==> src/rtl/noc_rsc_adapter.sv <==
`default_nettype none
// +----------------------------------------------------------------------------+
// | Module      : noc_rsc_adapter                                              |
// | Description : Resource-side network interface for one local port of the   |
// |               2D-mesh XY NoC: buffered single-flit TX injection and a      |
// |               fall-through RX FIFO with full/overflow back-pressure.       |
// | Revision    : 1.0 - initial release                                        |
// +----------------------------------------------------------------------------+
module noc_rsc_adapter #(
  parameter  int ROW_N       = 3,
  parameter  int COL_M       = 3,
  parameter  int PCKT_DATA_W = 8,
  parameter  int TX_DEPTH_W  = 2,
  parameter  int RX_DEPTH_W  = 2,
  localparam int ROW_W       = $clog2(ROW_N),
  localparam int COL_W       = $clog2(COL_M),
  localparam int PCKT_W      = PCKT_DATA_W + ROW_W + COL_W
) (
  input  logic                   clk_i,
  input  logic                   rst_ni,
  // Resource TX side
  input  logic                   tx_valid_i,
  output logic                   tx_ready_o,
  input  logic [ROW_W-1:0]       tx_row_i,
  input  logic [COL_W-1:0]       tx_col_i,
  input  logic [PCKT_DATA_W-1:0] tx_data_i,
  // NoC local input
  output logic [PCKT_W-1:0]      noc_pckt_o,
  output logic                   noc_wren_o,
  input  logic                   noc_full_i,
  input  logic                   noc_ovrflw_i,
  // NoC local output
  input  logic [PCKT_W-1:0]      noc_pckt_i,
  input  logic                   noc_wren_i,
  output logic                   rsc_full_o,
  output logic                   rsc_ovrflw_o,
  // Resource RX side
  output logic                   rx_valid_o,
  input  logic                   rx_ready_i,
  output logic [PCKT_DATA_W-1:0] rx_data_o,
  output logic [ROW_W-1:0]       rx_row_o,
  output logic [COL_W-1:0]       rx_col_o,
  // Status
  output logic                   err_ovrflw_o
);

  localparam int TX_DEPTH = 2**TX_DEPTH_W;
  localparam int RX_DEPTH = 2**RX_DEPTH_W;

  localparam logic [0:0] S_IDLE = 1'b0;
  localparam logic [0:0] S_GAP  = 1'b1;

  // ---------------------------------------------------------------------------
  // TX FIFO
  // ---------------------------------------------------------------------------
  logic [PCKT_W-1:0]   r_tx_mem [TX_DEPTH];
  logic [TX_DEPTH_W:0] r_tx_wptr;
  logic [TX_DEPTH_W:0] r_tx_rptr;
  logic                w_tx_full;
  logic                w_tx_empty;
  logic                w_tx_push;
  logic                w_tx_pop;

  assign w_tx_empty = (r_tx_wptr == r_tx_rptr);
  assign w_tx_full  = (r_tx_wptr[TX_DEPTH_W] != r_tx_rptr[TX_DEPTH_W]) &&
                      (r_tx_wptr[TX_DEPTH_W-1:0] == r_tx_rptr[TX_DEPTH_W-1:0]);
  assign w_tx_push  = tx_valid_i && !w_tx_full;
  assign tx_ready_o = !w_tx_full;

  always_ff @(posedge clk_i) begin
    if (w_tx_push) begin
      r_tx_mem[r_tx_wptr[TX_DEPTH_W-1:0]] <= {tx_row_i, tx_col_i, tx_data_i};
    end
  end

  always_ff @(posedge clk_i or negedge rst_ni) begin
    if (!rst_ni) begin
      r_tx_wptr <= '0;
      r_tx_rptr <= '0;
    end else begin
      if (w_tx_push) r_tx_wptr <= r_tx_wptr + (TX_DEPTH_W+1)'(1);
      if (w_tx_pop)  r_tx_rptr <= r_tx_rptr + (TX_DEPTH_W+1)'(1);
    end
  end

  // ---------------------------------------------------------------------------
  // TX injection FSM
  // ---------------------------------------------------------------------------
  logic [0:0]        r_state;
  logic [0:0]        w_state_nxt;
  logic [PCKT_W-1:0] r_noc_pckt;
  logic              r_noc_wren;

  always_ff @(posedge clk_i or negedge rst_ni) begin
    if (!rst_ni) r_state <= S_IDLE;
    else         r_state <= w_state_nxt;
  end

  always_comb begin
    w_state_nxt = r_state;
    case (r_state)
      S_IDLE:  if (!w_tx_empty && !noc_full_i) w_state_nxt = S_GAP;
      S_GAP:   w_state_nxt = S_IDLE;
      default: w_state_nxt = S_IDLE;
    endcase
  end

  // GAP idles one cycle so the NoC's registered full flag reflects our last write
  always_comb begin
    w_tx_pop = 1'b0;
    if (r_state == S_IDLE && !w_tx_empty && !noc_full_i) w_tx_pop = 1'b1;
  end

  always_ff @(posedge clk_i or negedge rst_ni) begin
    if (!rst_ni) begin
      r_noc_wren <= 1'b0;
      r_noc_pckt <= '0;
    end else begin
      r_noc_wren <= w_tx_pop;
      if (w_tx_pop) r_noc_pckt <= r_tx_mem[r_tx_rptr[TX_DEPTH_W-1:0]];
    end
  end

  assign noc_wren_o = r_noc_wren;
  assign noc_pckt_o = r_noc_pckt;

  // ---------------------------------------------------------------------------
  // Sticky NoC overflow error
  // ---------------------------------------------------------------------------
  logic r_err_ovrflw;

  always_ff @(posedge clk_i or negedge rst_ni) begin
    if (!rst_ni) r_err_ovrflw <= 1'b0;
    else         r_err_ovrflw <= r_err_ovrflw | noc_ovrflw_i;
  end

  assign err_ovrflw_o = r_err_ovrflw;

  // ---------------------------------------------------------------------------
  // RX FIFO
  // ---------------------------------------------------------------------------
  logic [PCKT_W-1:0]   r_rx_mem [RX_DEPTH];
  logic [RX_DEPTH_W:0] r_rx_wptr;
  logic [RX_DEPTH_W:0] r_rx_rptr;
  logic                w_rx_full;
  logic                w_rx_empty;
  logic                w_rx_push;
  logic                w_rx_pop;
  logic                r_rsc_ovrflw;
  logic [PCKT_W-1:0]   w_rx_head;

  assign w_rx_empty = (r_rx_wptr == r_rx_rptr);
  assign w_rx_full  = (r_rx_wptr[RX_DEPTH_W] != r_rx_rptr[RX_DEPTH_W]) &&
                      (r_rx_wptr[RX_DEPTH_W-1:0] == r_rx_rptr[RX_DEPTH_W-1:0]);
  // Full is judged before any same-cycle pop, so a write into a full FIFO is always lost
  assign w_rx_push  = noc_wren_i && !w_rx_full;
  assign w_rx_pop   = !w_rx_empty && rx_ready_i;

  always_ff @(posedge clk_i) begin
    if (w_rx_push) begin
      r_rx_mem[r_rx_wptr[RX_DEPTH_W-1:0]] <= noc_pckt_i;
    end
  end

  always_ff @(posedge clk_i or negedge rst_ni) begin
    if (!rst_ni) begin
      r_rx_wptr    <= '0;
      r_rx_rptr    <= '0;
      r_rsc_ovrflw <= 1'b0;
    end else begin
      if (w_rx_push) r_rx_wptr <= r_rx_wptr + (RX_DEPTH_W+1)'(1);
      if (w_rx_pop)  r_rx_rptr <= r_rx_rptr + (RX_DEPTH_W+1)'(1);
      r_rsc_ovrflw <= noc_wren_i && w_rx_full;
    end
  end

  assign w_rx_head    = r_rx_mem[r_rx_rptr[RX_DEPTH_W-1:0]];
  assign rx_valid_o   = !w_rx_empty;
  assign rx_row_o     = w_rx_head[PCKT_W-1 -: ROW_W];
  assign rx_col_o     = w_rx_head[PCKT_DATA_W+COL_W-1 -: COL_W];
  assign rx_data_o    = w_rx_head[PCKT_DATA_W-1:0];
  assign rsc_full_o   = w_rx_full;
  assign rsc_ovrflw_o = r_rsc_ovrflw;

endmodule
`default_nettype wire

==> config.mk <==
export PLATFORM = sky130hd
export DESIGN_NAME = noc_rsc_adapter
export DESIGN_NICKNAME = d
export VERILOG_FILES = /design/src/rtl/noc_rsc_adapter.sv
export SDC_FILE = /design/constraint.sdc
export NUM_CORES = 1
export LEC_CHECK = 0
export CORE_MARGIN = 10
export CORE_UTILIZATION = 31
export DETAILED_ROUTE_END_ITERATION = 16
export PLACE_DENSITY_LB_ADDON = 0.05
export SYNTH_ARGS = -nofsm -noshare
export SYNTH_HDL_FRONTEND = slang
export SYNTH_SLANG_ARGS = --single-unit
==> constraint.sdc <==
create_clock -name clk_i -period 2.4 [get_ports clk_i]
set_input_delay 0.24 -clock clk_i [delete_from_list [all_inputs] [get_ports clk_i]]
set_output_delay 0.24 -clock clk_i [all_outputs]
set_load 0.03 [all_outputs]
==> out/metrics.yaml <==
finish:
  drive_above_1_share: 0.268
  design_area_mm2: 0.00639
  final_cell_count_no_fill: 539
  final_nets: 356
  diodes: 0
  syn_to_final_growth_pct: 31.4
  utilization: 0.417
clock_network:
  cts_root_buffer: "clkbuf_16"
  tritoncts: "built"
  holdBufCountCts: 0
  cts_buffers: 17
  clock_latency_ns: 0.40
  clk_path_buf_depth: 2
  cts_resized: 11
  cts_max_level: 4
  post-cts-setup-buffers: 0
  clk_pin_slew_ns: 0.05
  clock-sinks: 124
floorplanning:
  coreArea_mm2: 0.0153
  row_count: 45
  start_util: 0.318
  die-area_mm2: 0.0211
  die_y_um: 145
  io_pins: 61
  die_width_um: 145
timing:
  fmax_mhz: 440
  rsz0062_at_grt: "no"
  slew_viol_final: 0
  tns_ns: 0
  slew_headroom: 0.700
  hold_viol: 0
  fin_skew_ns: 0.00571
  period_minus_slack_ns: 2.27
  fin_crit_sh: 0.947
  finalWorstSetupSlack_ns: 0.127
  setup_viol: 0
  tightest_slew_ns: 0.448
power:
  peakVddDrop_mv: 0.660
  p_per_area_mw_per_mm2: 1430
  p_leak_nw: 2.31
synthesis:
  synth_top_area_cell: "edfxtp_1"
  syn-instance-count: 229
  syn_nets: 270
  syn_area_mm2: 0.00487
  yosysUniqueCellTypes: 26
  synth.avg_cell_area_um2: 21.2
  synth_top_area_frac: 0.592
  synth_area_leaders: "edfxtp_1 59%, dfrtp_1 14%, mux4_2 11%"
  ys_ff_latch: 124
  yosys_warnings: 0
  ys_seq_area_frac: 0.736
setup_path:
  crit_fanout: 5
  crit_path_end_kind: "primary output"
  crit_slowest_cell: "clkdlybuf4s50_1"
  crit_buf_inv: 1
  crit_chain: "xor2_1 > or3_1 > clkdlybuf4s50_1"
  r2r_start: "r_tx_wptr[1]"
  crit_start: "r_rx_rptr[0]"
  max_stage_delay_ns: 0.60
  critical_path_class: "flop to primary output"
  cp.required_ns: 2.16
  worstSetupStartpointType: "flop"
  crit_arrival_ns: 2.03
  cp_top_family: "buffers and inverters"
placed_design:
  placed_area_mm2: 0.00582
  dp_worst_setup_slack_ns: 0.315
  io_buffers: 60
  routabilityCongestion: 0.681
  placed_cells: 507
  dp_hpwl_um: 6220
global_routing:
  gr-total-overflow: 0
  grt_max_degree: 29
  grt_pass1_vias: 2588
  antenna_found_initial: 0
  grt_pass1_wl_um: 15400
  track_usage: 0.0959
flow_run:
  drv_cap: 0
drt:
  wl_um: 9510
  wl_per_cell_um: 17.6
  final_antenna_net_count: 0
  drc_errors: 0
  via_per_inst: 4.33
  drt_iter0_markers: 149
  via_count: 2336
  first_pass_iters: 4
min_path:
  hold_path.class: "primary input to asynchronous set/reset pin"
status:
  outcome: "complete, no violations"
==> per-stage QoR <==
stage                     total power, mW  hold slack (ns)
after floorplan                      5.59          -0.0556
after detailed placement             6.89            0.463
after global placement               6.86            0.451
final                                9.13            0.233
after global routing                 9.69            0.265
after CTS                            9.35            0.241
==> registers in the layout, indices dropped and copies added (netlist names) <==
register	cells
r_rx_mem	48
r_tx_mem	48
noc_pckt_o	12
r_rx_rptr	3
r_rx_wptr	3
r_tx_rptr	3
r_tx_wptr	3
err_ovrflw_o	1
noc_wren_o	1
r_state	1
rsc_ovrflw_o	1
==> cell type report <==
type | instances | area, µm²
clock inverter | 13 | 150
multi-input combinational | 90 | 1200
sequential | 124 | 3580
fill | 1403 | 8920
clock buffer | 19 | 433
timing repair buffer | 75 | 737
tap | 211 | 264
inverter | 7 | 26.3
==> synth_stat cells, drive strengths merged <==
master	n
and2	7
xor2	8
dfrtp	28
and3	1
or3	1
ha	10
xnor2	9
nand2	2
o31ai	1
edfxtp	96
or2	2
mux2	16
a31oi	6
clkbuf	1
o311ai	1
mux4	24
nand3	1
inv	7
a311oi	1
buf	7
==> cell families (layout without fill, tap and decap cells) <==
group | Yosys count | after routing | synth area share
multiplexers | 40 | 40 | 0.154
adder cells (fa/ha/maj) | 10 | 10 | 0.0257
buffers and inverters | 15 | 114 | 0.0172
flip-flops | 124 | 124 | 0.736
XOR/XNOR | 17 | 17 | 0.0337
AND/OR/NAND/NOR | 14 | 14 | 0.0167
AO/OA/AOI/OAI | 9 | 9 | 0.0159
==> path summary, 6_finish.rpt <==
path                                  end  slack, ns  cells past startpoint
setup / recovery               rx_valid_o       0.13                      3
hold / removal              noc_pckt_o[1]       0.23                      2
setup reg to reg           r_tx_mem[2][9]       0.50                      4
hold reg to reg              err_ovrflw_o       0.47                      1
max in group asynchronous   noc_pckt_o[8]       1.87                      2
min in group clk_i           err_ovrflw_o       0.41                      2
==> layer usage <==
metal / wire [µm] / track usage / share of wire
met5: 0 / 0 / 0
met4: 153 / 0.0364 / 0.016
met3: 512 / 0.0363 / 0.054
met2: 4850 / 0.157 / 0.51
met1: 3990 / 0.112 / 0.42
==> where the power goes <==
part	switching [mW]	total [mW]	internal, mW
logic	1.81	3.38	1.57
registers	0.275	3.25	2.98
clock network	0.881	2.50	1.62
==> cell usage in the layout, fill, tap and decap left out, drive strengths merged, types with 2 or more instances in the layout <==
| cell type | netlist | layout |
|---|---|---|
| inv | 7 | 7 |
| bufinv | 0 | 3 |
| dlygate4sd2 | 0 | 11 |
| xnor2 | 9 | 9 |
| edfxtp | 96 | 96 |
| xor2 | 8 | 8 |
| clkinvlp | 0 | 4 |
| or2 | 2 | 2 |
| dfrtp | 28 | 28 |
| mux4 | 24 | 24 |
| and2 | 7 | 7 |
| mux2 | 16 | 16 |
| a31oi | 6 | 6 |
| clkdlybuf4s50 | 0 | 47 |
| ha | 10 | 10 |
| clkbuf | 1 | 19 |
| buf | 7 | 16 |
| clkinv | 0 | 6 |
| nand2 | 2 | 2 |
Power figures use the tool's default switching activity.
==> RTL edit, RTL diff (same flow settings) <==
Put one more register stage on the output `err_ovrflw_o`, with the module's reset. The value now appears one clock later. The other outputs are not delayed to match.
--- a/src/rtl/noc_rsc_adapter.sv
+++ b/src/rtl/noc_rsc_adapter.sv
@@ -134,7 +134,13 @@
     else         r_err_ovrflw <= r_err_ovrflw | noc_ovrflw_i;
   end
 
-  assign err_ovrflw_o = r_err_ovrflw;
+  always_ff @(posedge clk_i or negedge rst_ni) begin
+    if (!rst_ni) begin
+      err_ovrflw_o <= '0;
+    end else begin
+      err_ovrflw_o <= r_err_ovrflw;
+    end
+  end
 
   // ---------------------------------------------------------------------------
   // RX FIFO
Formal check against the unedited RTL: not equivalent (Yosys sat finds a counterexample within 4 cycles, from zero or initial values and one cycle with rst_ni low).
==> RTL edit against the unedited design <==
Power rose by 1.4%. Design area rose by 0.80%. Via count barely moved. Critical path type unchanged. Setup slack got worse by 41 ps. Sequential power rose by 2%. Sequential cell count rose by 1. Synthesized cell count rose by 0.44%. Area after synthesis rose by 0.51%. Largest cell class unchanged. First-iteration DRC count fell by 45%. Wire length fell by 0.68%. Hold slack improved by 8.9 ps. Clock skew rose by 2.9 ps.
==> RTL edit: results (changes against the unedited design) <==
status completed; via count 2,335 (-0.043%); share of layout cells above drive strength 1 27.8% (+0.97 points); M2 GR Usage 15.8% (+0.14 points); GR Util met3 3.79% (+0.16 points); M1 WL 3940 microns (-1.2%); DR iter-0 viols 82 (-45%); dpl hpwl 6310 microns (+1.4%); Placed Area 5840 sq um (+0.32%); Total Nets Final 359 (+0.84%); post-synthesis mux area share 15.3% (-0.079 points); PostCTS Resize Cnt 3 (-8); syn nets 271 (+0.37%); Post-Route WL 9440 microns (-0.68%); post-synthesis xor/xnor area fraction 3.35% (-0.017 points); reg2reg end r_rx_mem[0][9]$_DFFE_PP_; VDD IR-drop max 0.534 mV (-19%); met2 WL 4970 microns (+2.4%); flop2flop setup slack 530 ps (+30 ps); Place WS 402 ps (+86.8 ps); grt met1 use 10.4% (-0.79 points); post-DR vias/cell 4.31 (-0.60%); register area share after synthesis 73.8% (+0.13 points); P_sw 2.96 mW (-0.22%); Switching Share 32.0% (-0.52 points); worst reg-to-reg path cell count 5 (+1); syn_area_per_cell 21.3 sq um (about the same); Synth Area in Compound Gates 1.59% (-0.0082 points); Synth top cells by count edfxtp_1 (96), dfrtp_1 (29), mux4_2 (24), ha_1 (10); Worst Tran Pin Value 462 ps (+14.2 ps); first-pass GRT wire length 15,100 microns (-1.9%); Comb pwr share 37.1% (about the same); asr flop ratio synth 23.2% (+0.62 points); Fillers 1,393 (-0.71%); Leakage Power 2.37 nW (+2.5%)
-- RTL edit: cell count changes in the layout (fill, tap and decap cells not counted), sizes merged, moves of 2 or more --
cell,delta
dlygate4sd2,-9
buf,+3
clkdlybuf4s50,+2
clkinv,-2
clkinvlp,-3
clkbuf,+5
dlymetal6s2s,+6
-- RTL edit: final cells by class --
cell class / instances / area, sq um / area share [%]
Multi-Input combinational cell: 90 / 1200 / 18.7
Timing Repair Buffer: 77 / 751 / 11.7
Clock buffer: 24 / 472 / 7.32
Inverter: 7 / 26.3 / 0.408
Clock inverter: 8 / 116 / 1.81
Sequential cell: 125 / 3610 / 56.0
Tap cell: 211 / 264 / 4.10
-- RTL edit: how the worst max path moves through the flow --
stage | end | slack [ps] | cells after the start
after global placement | rx_valid_o | 410 | 3
final | rx_data_o[2] | 90 | 3
after floorplan | r_tx_mem[3][0]$_DFFE_PP_ | 480 | 3
after global routing | rx_data_o[2] | 0.9 | 3
after CTS | rx_data_o[3] | 3 | 3
after detailed placement | rx_valid_o | 400 | 3
